### src/rtl/change_dispenser_pkg.sv
// Shared types and constants for the change dispenser.
package change_dispenser_pkg;

  typedef enum logic [2:0] {
    IDLE,
    PLAN,
    REQ,
    RELEASE,
    FINISH
  } state_t;

  localparam int unsigned NUM_DENOM = 4;

  // Denomination indices; also the bit position in the coin_req one-hot.
  localparam int unsigned D10  = 0;
  localparam int unsigned D20  = 1;
  localparam int unsigned D50  = 2;
  localparam int unsigned D100 = 3;

  // Coin values in 10-sen units.
  localparam logic [3:0] UNIT_10  = 4'd1;
  localparam logic [3:0] UNIT_20  = 4'd2;
  localparam logic [3:0] UNIT_50  = 4'd5;
  localparam logic [3:0] UNIT_100 = 4'd10;

  // One-hot release codes.
  localparam logic [3:0] COIN_10  = 4'b0001;
  localparam logic [3:0] COIN_20  = 4'b0010;
  localparam logic [3:0] COIN_50  = 4'b0100;
  localparam logic [3:0] COIN_100 = 4'b1000;

  function automatic logic [3:0] coin_units(input logic [1:0] idx);
    case (idx)
      2'd0:    return UNIT_10;
      2'd1:    return UNIT_20;
      2'd2:    return UNIT_50;
      default: return UNIT_100;
    endcase
  endfunction

  function automatic logic [3:0] coin_code(input logic [1:0] idx);
    case (idx)
      2'd0:    return COIN_10;
      2'd1:    return COIN_20;
      2'd2:    return COIN_50;
      default: return COIN_100;
    endcase
  endfunction

endpackage

### src/rtl/change_dispenser_money_add.sv
// Adds one coin (1/2/5/10 units) to a 2-digit BCD amount.
module bcd_money_add
  import change_dispenser_pkg::*;
(
  input  logic [3:0] msb,
  input  logic [3:0] lsb,
  input  logic [3:0] units,
  output logic [3:0] sum_msb,
  output logic [3:0] sum_lsb
);

  logic [4:0] lsb_sum;
  logic       carry;
  logic       whole_ringgit;

  // A 100-sen coin only touches the ringgit digit; others add into the LSB with carry.
  always_comb begin
    whole_ringgit = (units == UNIT_100);
    lsb_sum       = {1'b0, lsb} + (whole_ringgit ? 5'd0 : {1'b0, units});
    carry         = (lsb_sum >= 5'd10);
    sum_lsb       = carry ? 4'(lsb_sum - 5'd10) : lsb_sum[3:0];
    sum_msb       = msb + {3'b000, carry} + {3'b000, whole_ringgit};
  end

endmodule

### src/rtl/change_dispenser.sv
// Change payout: greedy stock-limited plan, then one coin per req/ack handshake.
module change_dispenser
  import change_dispenser_pkg::*;
#(
  parameter int unsigned STOCK_W        = 4,
  parameter int unsigned TIMEOUT_CYCLES = 255
) (
  input  logic               clk,
  input  logic               reset,
  input  logic               start,
  input  logic [3:0]         change_MSB,
  input  logic [3:0]         change_LSB,
  input  logic [STOCK_W-1:0] stock_10,
  input  logic [STOCK_W-1:0] stock_20,
  input  logic [STOCK_W-1:0] stock_50,
  input  logic [STOCK_W-1:0] stock_100,
  input  logic               coin_ack,
  output logic [3:0]         coin_req,
  output logic [3:0]         paid_MSB,
  output logic [3:0]         paid_LSB,
  output logic               busy,
  output logic               done,
  output logic               err_nochange,
  output logic               err_bcd,
  output logic               err_jam
);

  localparam int unsigned TMR_W = $clog2(TIMEOUT_CYCLES + 1);

  state_t               state, state_next;
  logic [6:0]           remaining;
  logic [STOCK_W-1:0]   stock_in   [NUM_DENOM];
  logic [STOCK_W-1:0]   stock_left [NUM_DENOM];
  logic [STOCK_W-1:0]   plan_cnt   [NUM_DENOM];
  logic [TMR_W-1:0]     timer;
  logic [6:0]           total;
  logic                 digits_bad;
  logic                 timed_out;
  logic                 fit_found;
  logic [1:0]           fit_idx;
  logic                 any_plan;
  logic [1:0]           pay_idx;
  logic [3:0]           pay_units;
  logic [3:0]           sum_msb, sum_lsb;

  assign stock_in[D10]  = stock_10;
  assign stock_in[D20]  = stock_20;
  assign stock_in[D50]  = stock_50;
  assign stock_in[D100] = stock_100;

  assign total      = {change_MSB, 3'b000} + 7'({change_MSB, 1'b0}) + 7'(change_LSB);
  assign digits_bad = (change_MSB > 4'd9) || (change_LSB > 4'd9);
  assign timed_out  = (timer == TMR_W'(TIMEOUT_CYCLES - 1));
  assign pay_units  = coin_units(pay_idx);

  // Priority pick: ascending scan so the highest qualifying denomination wins.
  always_comb begin
    fit_found = 1'b0;
    fit_idx   = '0;
    any_plan  = 1'b0;
    pay_idx   = '0;
    for (int unsigned i = 0; i < NUM_DENOM; i++) begin
      if (stock_left[i] != '0 && {3'b000, coin_units(2'(i))} <= remaining) begin
        fit_found = 1'b1;
        fit_idx   = 2'(i);
      end
      if (plan_cnt[i] != '0) begin
        any_plan = 1'b1;
        pay_idx  = 2'(i);
      end
    end
  end

  bcd_money_add u_add (
    .msb     (paid_MSB),
    .lsb     (paid_LSB),
    .units   (pay_units),
    .sum_msb (sum_msb),
    .sum_lsb (sum_lsb)
  );

  // State register; async reset also drops coin_req since it decodes from state.
  always_ff @(posedge clk or negedge reset) begin
    if (!reset) state <= IDLE;
    else        state <= state_next;
  end

  // Next-state and handshake outputs.
  always_comb begin
    state_next = state;
    coin_req   = '0;
    busy       = (state != IDLE);
    case (state)
      IDLE:    if (start) state_next = digits_bad ? FINISH : PLAN;
      PLAN:    if (!fit_found) state_next = (remaining == '0 && any_plan) ? REQ : FINISH;
      REQ: begin
        coin_req = coin_code(pay_idx);
        if (coin_ack)       state_next = RELEASE;
        else if (timed_out) state_next = FINISH;
      end
      RELEASE: begin
        if (!coin_ack)      state_next = any_plan ? REQ : FINISH;
        else if (timed_out) state_next = FINISH;
      end
      FINISH:  state_next = IDLE;
      default: state_next = IDLE;
    endcase
  end

  // Plan counters, stock copies, timeout counter, paid total and sticky flags.
  always_ff @(posedge clk or negedge reset) begin
    if (!reset) begin
      remaining    <= '0;
      timer        <= '0;
      paid_MSB     <= '0;
      paid_LSB     <= '0;
      done         <= 1'b0;
      err_nochange <= 1'b0;
      err_bcd      <= 1'b0;
      err_jam      <= 1'b0;
      for (int unsigned i = 0; i < NUM_DENOM; i++) begin
        stock_left[i] <= '0;
        plan_cnt[i]   <= '0;
      end
    end else begin
      done <= (state == FINISH);
      case (state)
        IDLE: begin
          if (start) begin
            remaining    <= digits_bad ? 7'd0 : total;
            paid_MSB     <= '0;
            paid_LSB     <= '0;
            err_nochange <= 1'b0;
            err_jam      <= 1'b0;
            err_bcd      <= digits_bad;
            for (int unsigned i = 0; i < NUM_DENOM; i++) begin
              stock_left[i] <= stock_in[i];
              plan_cnt[i]   <= '0;
            end
          end
        end
        PLAN: begin
          timer <= '0;
          if (fit_found) begin
            plan_cnt[fit_idx]   <= plan_cnt[fit_idx] + STOCK_W'(1);
            stock_left[fit_idx] <= stock_left[fit_idx] - STOCK_W'(1);
            remaining           <= remaining - {3'b000, coin_units(fit_idx)};
          end else if (remaining != '0) begin
            err_nochange <= 1'b1;
          end
        end
        REQ: begin
          if (coin_ack) begin
            plan_cnt[pay_idx] <= plan_cnt[pay_idx] - STOCK_W'(1);
            paid_MSB          <= sum_msb;
            paid_LSB          <= sum_lsb;
            timer             <= '0;
          end else if (timed_out) begin
            err_jam <= 1'b1;
          end else begin
            timer <= timer + TMR_W'(1);
          end
        end
        RELEASE: begin
          if (!coin_ack)      timer   <= '0;
          else if (timed_out) err_jam <= 1'b1;
          else                timer   <= timer + TMR_W'(1);
        end
        default: ;
      endcase
    end
  end

endmodule

### config.mk
export PLATFORM = sky130hd
export DESIGN_NAME = change_dispenser
export DESIGN_NICKNAME = d
export VERILOG_FILES = /design/src/rtl/change_dispenser_pkg.sv /design/src/rtl/change_dispenser_money_add.sv /design/src/rtl/change_dispenser.sv
export SDC_FILE = /design/constraint.sdc
export NUM_CORES = 1
export LEC_CHECK = 0
export ABC_AREA = 1
export BUFFER_PORTS_ARGS = -buffer_cell sky130_fd_sc_hd__buf_2
export CAP_MARGIN = 20
export CORE_ASPECT_RATIO = 0.5
export CORE_MARGIN = 2
export CORE_UTILIZATION = 45
export DETAILED_ROUTE_END_ITERATION = 16
export PLACE_DENSITY = 0.64
export SLEW_MARGIN = 20
export SYNTH_ARGS = -nofsm -noshare
export SYNTH_HDL_FRONTEND = slang
export SYNTH_SLANG_ARGS = --single-unit
### constraint.sdc
create_clock -name clk -period 3.3 [get_ports clk]
set_clock_uncertainty 0.2 [all_clocks]
set_input_delay 0.165 -clock clk [delete_from_list [all_inputs] [get_ports clk]]
set_output_delay 0.165 -clock clk [all_outputs]
set_load 0.02 [all_outputs]
### Yosys cells after proc, flatten, opt, wreduce, memory -nomap -nowiden

Index checks and enable logic that the tools add are counted.

| operators by class | value |
|---|---|
| add/subtract/negate cells | 11 |
| $lt $le $gt $ge | 11 |
| eq/ne operators | 17 |
| multiplexer cells | 75 |
| bitwise gates (word level) | 2 |
| reductions and logical operators | 34 |

Operator list:

| cell | count |
|---|---|
| 16-bit two-way mux | 5 |
| 4-bit two-way mux | 16 |
| 16-bit bitwise mux | 3 |
| 16-bit case mux with 3 select lines | 1 |
| 4-bit case mux with 3 select lines | 3 |
| 16-bit case mux with 2 select lines | 1 |
| 4-bit nonzero test | 8 |
| 4-bit binary-select mux with 2-bit select | 3 |
| 3-bit two-way mux | 8 |
| 8-bit two-way mux | 3 |
| 8-bit case mux with 3 select lines | 1 |
| 7-bit two-way mux | 3 |
| 4-bit demux with 2-bit select | 2 |
| 1-bit two-way mux | 16 |
| 4-bit case mux with 2 select lines | 2 |
| 2-bit inequality test (second input constant) | 7 |
| 7-bit case mux with 2 select lines | 1 |
| 3-bit case mux with 4 select lines | 1 |
| 4-bit AND reduction | 3 |
| 3-bit nonzero test | 4 |
| 4-bit by 1-bit adder with 4-bit output | 2 |
| 8-bit by 1-bit adder with 8-bit output (second input constant) | 1 |
| 8-bit equality test (second input constant) | 1 |
| 4-bit > comparator (second input constant) | 2 |
| 33 further kinds | 53 |

| storage, ports and cells | value |
|---|---|
| register bits after elaboration | 62 |
| input port bits | 28 |
| output and inout bits | 17 |
| word-level logic and storage cells | 167 |

### Depth between registers and ports, before layout

| depth | value |
|---|---|
| depth after elaboration | 14 |
| gate-level depth with buffers | 22 |
| gate-level depth less buffers | 22 |

### Modules after synthesis

From an unflattened synthesis, not the netlist that was laid out.

| unflattened totals | value |
|---|---|
| cell total of the unflattened synthesis | 702 |
| area, all modules | 4850.9 um^2 |

Modules (own cells, without submodules):

| module | times used | cells each | area an instance (um^2) |
|---|---|---|---|
| change_dispenser | 1 | 647 | 4516.8 |
| bcd_money_add | 1 | 55 | 334.1 |

### Least setup slack after synthesis

Ideal clock, no wire load.

| timing path | value |
|---|---|
| path type | reg-to-reg |
| start | register plan_cnt[6] (netlist name) |
| end | register paid_MSB[2] |
| library setup time | 120 ps |
| arrival | 2871 ps |
| slack | 109 ps |
| cell stages (with the launch flop) | 18 |
| path buffers | 0 |
| cell sequence | dfrtp_1 nor2_1 nand3_1 inv_1 a21oi_1 ha_1 fa_1 xor2_1 inv_1 ha_1 a21oi_1 nor2_1 fa_1 inv_1 ha_1 nand2_1 xor2_1 nor2_1 |

| between the ends | value |
|---|---|
| longest elaborated chain between the ends | 13 |

Ends and longest elaborated chain:

| element | RTL line | source |
|---|---|---|
| start, declared | change_dispenser.sv:34 | `logic [STOCK_W-1:0] plan_cnt [NUM_DENOM];` |
| start signal, assigned by index | change_dispenser.sv:145 | `plan_cnt[fit_idx] <= plan_cnt[fit_idx] + STOCK_W'(1);` |
| start signal, assigned by index | change_dispenser.sv:154 | `plan_cnt[pay_idx] <= plan_cnt[pay_idx] - STOCK_W'(1);` |
| 4-bit nonzero test (*) | change_dispenser.sv:67 | `if (plan_cnt[i] != '0) begin` |
| 2-bit two-way mux (*) (2 in series) | change_dispenser.sv:67 |  |
| 2-bit equality test, or another cell as far along | change_dispenser_pkg.sv:33 | `case (idx)` |
| 4-bit case mux with 3 select lines (*) | change_dispenser_pkg.sv:33 |  |
| 4-bit equality test | change_dispenser_money_add.sv:18 | `whole_ringgit = (units == UNIT_100);` |
| 4-bit two-way mux | change_dispenser_money_add.sv:19 | `lsb_sum = {1'b0, lsb} + (whole_ringgit ? 5'd0 : {1'b0, units});` |
| 4-bit by 4-bit adder with 5-bit output | change_dispenser_money_add.sv:19 |  |
| 5-bit by 4-bit >= comparator with 1-bit output | change_dispenser_money_add.sv:20 | `carry = (lsb_sum >= 5'd10);` |
| 4-bit by 1-bit adder with 4-bit output | change_dispenser_money_add.sv:22 | `sum_msb = msb + {3'b000, carry} + {3'b000, whole_ringgit};` |
| 4-bit by 1-bit adder with 4-bit output (*) | change_dispenser_money_add.sv:22 |  |
| 4-bit two-way mux (*) | change_dispenser.sv:153 | `if (coin_ack) begin` |
| 4-bit case mux with 2 select lines (*) | change_dispenser.sv:127 | `case (state)` |
| end signal, assigned | change_dispenser.sv:155 | `paid_MSB <= sum_msb;` |
| end, declared | change_dispenser.sv:19 | `output logic [3:0] paid_MSB,` |

Mark *: on every way between the ends. The rest lies on a longest branch, timed or not. The select of a mux whose other input is x is not followed.
A chain may end at the register's enable or synchronous reset.

### Worst setup path after layout

| timing path | value |
|---|---|
| start | register plan_cnt[11] (netlist name) |
| end | register paid_MSB[2] |

| between the ends | value |
|---|---|
| longest elaborated chain between the ends | 14 |

Ends and longest elaborated chain:

| element | RTL line |
|---|---|
| 4-bit nonzero test (*) | change_dispenser.sv:67 |
| 1-bit two-way mux (*) | change_dispenser.sv:67 |
| 2-bit two-way mux (*) (2 in series) | change_dispenser.sv:67 |
| 2-bit equality test, or another cell as far along | change_dispenser_pkg.sv:33 |
| 4-bit case mux with 3 select lines (*) | change_dispenser_pkg.sv:33 |
| 4-bit equality test | change_dispenser_money_add.sv:18 |
| 4-bit two-way mux | change_dispenser_money_add.sv:19 |
| 4-bit by 4-bit adder with 5-bit output | change_dispenser_money_add.sv:19 |
| 5-bit by 4-bit >= comparator with 1-bit output | change_dispenser_money_add.sv:20 |
| 4-bit by 1-bit adder with 4-bit output | change_dispenser_money_add.sv:22 |
| 4-bit by 1-bit adder with 4-bit output (*) | change_dispenser_money_add.sv:22 |
| 4-bit two-way mux (*) | change_dispenser.sv:153 |
| 4-bit case mux with 2 select lines (*) | change_dispenser.sv:127 |

Marks and branches as above.

==> metrics.json <==
{
  "run_status": {"value": "finished clean"},
  "slowest_stage": {"value": "sky130_fd_sc_hd__dfrtp_1"},
  "synth_enable_flop_cells": {"value": 0},
  "max-slew-margin-rel": {"value": 0.553},
  "fmax": {"value": 318, "unit": "MHz"},
  "core": {"value": 10300, "unit": "µm²"},
  "final_critical_path_setup_slack": {"value": 153, "unit": "ps"},
  "grt_overflow_total": {"value": 0},
  "detail_route.iter0.violations": {"value": 391},
  "share_of_synthesized_registers_carrying_an_async_set_or_reset": {"value": 1.00},
  "antenna_found_initial": {"value": 0},
  "hpwl": {"value": 10.0, "unit": "mm"},
  "setup.worst_path.class": {"value": "flip-flop to flip-flop"},
  "whs_endpoint": {"value": "remaining[6]"},
  "drt_wl_total": {"value": 13.4, "unit": "mm"},
  "hp-class": {"value": "input port to flip-flop"},
  "drv.max_cap_violation_count": {"value": 0},
  "timing.reg2reg.setup_slack": {"value": 150, "unit": "ps"},
  "finalHoldWorstSlack": {"value": 92.1, "unit": "ps"},
  "grt_max_degree": {"value": 29},
  "cts.root.buffer_cell": {"value": "sky130_fd_sc_hd__clkbuf_16"},
  "r2r.worst_path.cells": {"value": 16},
  "crit_path_start_kind": {"value": "flip-flop"},
  "layout.cells.most_common_list": {"value": "sky130_fd_sc_hd__nand2_1, sky130_fd_sc_hd__inv_1, sky130_fd_sc_hd__nor2_1, sky130_fd_sc_hd__dfrtp_1, sky130_fd_sc_hd__o21ai_0"},
  "yosys_warnings": {"value": 0},
  "r2r_end": {"value": "paid_MSB[2]"},
  "period_minus_slack": {"value": 3150, "unit": "ps"},
  "syn_nets": {"value": 736},
  "worst_hold_startpoint": {"value": "change_MSB[3]"},
  "die_footprint": {"value": 11600, "unit": "µm²"},
  "synth.avg_cell_area": {"value": 7.06, "unit": "µm²"},
  "die_height": {"value": 77.1, "unit": "µm"},
  "globalplace.congestion": {"value": 0.970},
  "min_delay_path_depth": {"value": 5},
  "vias": {"value": 4792},
  "synth_cells": {"value": 681},
  "timing.rr.start": {"value": "plan_cnt[11]"},
  "start_util": {"value": 0.466},
  "crit_path_cell_chain": {"value": "inv_2 > nand4_1 > a21oi_2 > ha_2 > fa_2 > xor2_1 > inv_1 > ha_2 > a21oi_1 > nor2_1 > fa_1 > inv_1 > ha_1 > nand2_1 > xor2_1 > nor2_1"},
  "drt-vias-per-instance": {"value": 5.23},
  "cts_num_sinks": {"value": 62},
  "total_track_usage": {"value": 0.243},
  "detail_route.first_pass.iterations": {"value": 5},
  "antenna_cells": {"value": 0},
  "worst_skew_pair.late_latency": {"value": 340, "unit": "ps"},
  "ys_seq_area_frac": {"value": 0.323},
  "nets": {"value": 826},
  "drive_above_1_share": {"value": 0.209},
  "std_cell_rows": {"value": 26},
  "cts_tree": {"value": "done"},
  "worst-slew-pin-transition": {"value": 670, "unit": "ps"},
  "cts.reportedPaths.clkPinSlew": {"value": 60, "unit": "ps"},
  "final_max_slew_viol_count": {"value": 0},
  "synth.ff_latch_count": {"value": 62},
  "fillers": {"value": 1005},
  "cts_made_buffers": {"value": 9},
  "timing.final.crit_share": {"value": 0.954},
  "pin_count": {"value": 45},
  "ys.flop_type": {"value": "sky130_fd_sc_hd__dfrtp_1"},
  "cpLargestDelayFamily": {"value": "adder cells"},
  "most_common_cell_after_layout_fill_and_taps_aside": {"value": "sky130_fd_sc_hd__nand2_1"},
  "grt_first_pass_wirelength": {"value": 22.2, "unit": "mm"},
  "ant_nets": {"value": 0},
  "area_of_the_mapped_netlist": {"value": 4810, "unit": "µm²"},
  "crit_path_max_incr_delay": {"value": 410, "unit": "ps"},
  "die_w": {"value": 150, "unit": "µm"},
  "first_global_vias": {"value": 4519},
  "synth.lib_cells_used.distinct": {"value": 45},
  "hold_viol_final": {"value": 0},
  "cts_buffer_depth": {"value": 2},
  "cp.required": {"value": 3320, "unit": "ps"},
  "critical_path_arrival": {"value": 3170, "unit": "ps"},
  "worstPathMaxFanout": {"value": 4},
  "critical_path_buf_inv_count": {"value": 3},
  "remaining_drc_errors": {"value": 0},
  "io_buffers": {"value": 44},
  "wire_per_inst": {"value": 14.6, "unit": "µm"},
  "pre_cts_slack": {"value": 60.3, "unit": "ps"},
  "setup_failing_eps_final": {"value": 0},
  "total_number_of_h_tree_levels": {"value": 3},
  "crit_path_end_kind": {"value": "flip-flop"},
  "syn2layout_area_growth": {"value": 21.9, "unit": "%"}
}
## per-layer routing
metal | up-vias | wire length [µm] | global-route usage
li1 | 2403 | - | -
met5 | - | 0 | 0
met3 | 12 | 940 | 0.0524
met4 | 0 | 130 | 0.0528
met2 | 143 | 5690 | 0.368
met1 | 2234 | 6650 | 0.354
## area by class of cell
class / instances / area, µm² / share of cell area
well taps: 140 / 175 / 0.0299
clock buffers: 11 / 243 / 0.0414
flip-flops and latches: 62 / 1550 / 0.265
repair buffers: 89 / 608 / 0.104
multi-input cells: 502 / 2820 / 0.481
clock inverters: 5 / 58.8 / 0.0100
inverters: 107 / 404 / 0.0690
## how the worst max path moves through the flow
| stage | from | endpoint | cells after the start |
|---|---|---|---|
| finish | plan_cnt[11] | paid_MSB[2] | 16 |
| global route | plan_cnt[8] | paid_MSB[3] | 16 |
| CTS | plan_cnt[6] | paid_MSB[3] | 17 |
| detailed placement | plan_cnt[6] | paid_MSB[2] | 17 |
| global placement | plan_cnt[6] | paid_MSB[2] | 17 |
| floorplan | plan_cnt[6] | paid_MSB[2] | 17 |
## stage by stage
stage	util	setup TNS [ps]	cells	area, µm²
global route	0.568	-11.7	916	5860
CTS	0.558	0	907	5750
detailed placement	0.509	0	871	5250
floorplan	-	0	681	4810
finish	0.568	0	916	5860
global placement	0.509	0	871	5250
## flip-flops by register name, summed over array words and instances, names as in the netlist
| register | cells |
|---|---|
| timer | 8 |
| remaining | 7 |
| done | 1 |
| stock_left | 16 |
| paid_MSB | 4 |
| err_nochange | 1 |
| err_jam | 1 |
| err_bcd | 1 |
| state | 3 |
| plan_cnt | 16 |
| paid_LSB | 4 |
## worst min-delay path, cell delays in order
cell                      delay [ps]
sky130_fd_sc_hd__buf_2           110
sky130_fd_sc_hd__xnor2_1         130
sky130_fd_sc_hd__o22ai_1          80
sky130_fd_sc_hd__nand2_1          50
sky130_fd_sc_hd__o21ai_1          50
## repair_timing
action	4_1_cts	5_1_grt
endpoints found under the setup margin	0	4
resized for setup	0	20
hold buffers	20	0
setup buffers	0	9
endpoints found under the hold margin	45	0
## logic make-up after synthesis
logic type | Yosys count | synth area share
simple gates | 321 | 0.305
compound gates | 143 | 0.177
buf+inv | 117 | 0.0986
flops | 62 | 0.323
fa+ha+maj | 27 | 0.0781
xor+xnor | 10 | 0.0182
other cells | 1 | 0.000780
## synthesized netlist by cell type, types with 7 or more instances
| cell type | instances | area (µm²) |
|---|---|---|
| sky130_fd_sc_hd__a21oi_1 | 42 | 210 |
| sky130_fd_sc_hd__o21ai_1 | 11 | 55.1 |
| sky130_fd_sc_hd__inv_1 | 92 | 345 |
| sky130_fd_sc_hd__inv_2 | 14 | 52.6 |
| sky130_fd_sc_hd__nand2_2 | 11 | 68.8 |
| sky130_fd_sc_hd__ha_1 | 22 | 275 |
| sky130_fd_sc_hd__dfrtp_1 | 62 | 1550 |
| sky130_fd_sc_hd__xor2_1 | 7 | 61.3 |
| sky130_fd_sc_hd__nor2_4 | 7 | 78.8 |
| sky130_fd_sc_hd__o22ai_1 | 10 | 62.6 |
| sky130_fd_sc_hd__nor2_1 | 72 | 270 |
| sky130_fd_sc_hd__nor3_1 | 7 | 35.0 |
| sky130_fd_sc_hd__a22oi_1 | 10 | 75.1 |
| sky130_fd_sc_hd__nand3_1 | 48 | 240 |
| sky130_fd_sc_hd__nand2_1 | 153 | 574 |
| sky130_fd_sc_hd__o21ai_0 | 49 | 245 |
Power is not shown: default switching activity piles up to over one toggle a cycle in this logic, so the estimate is an artifact.
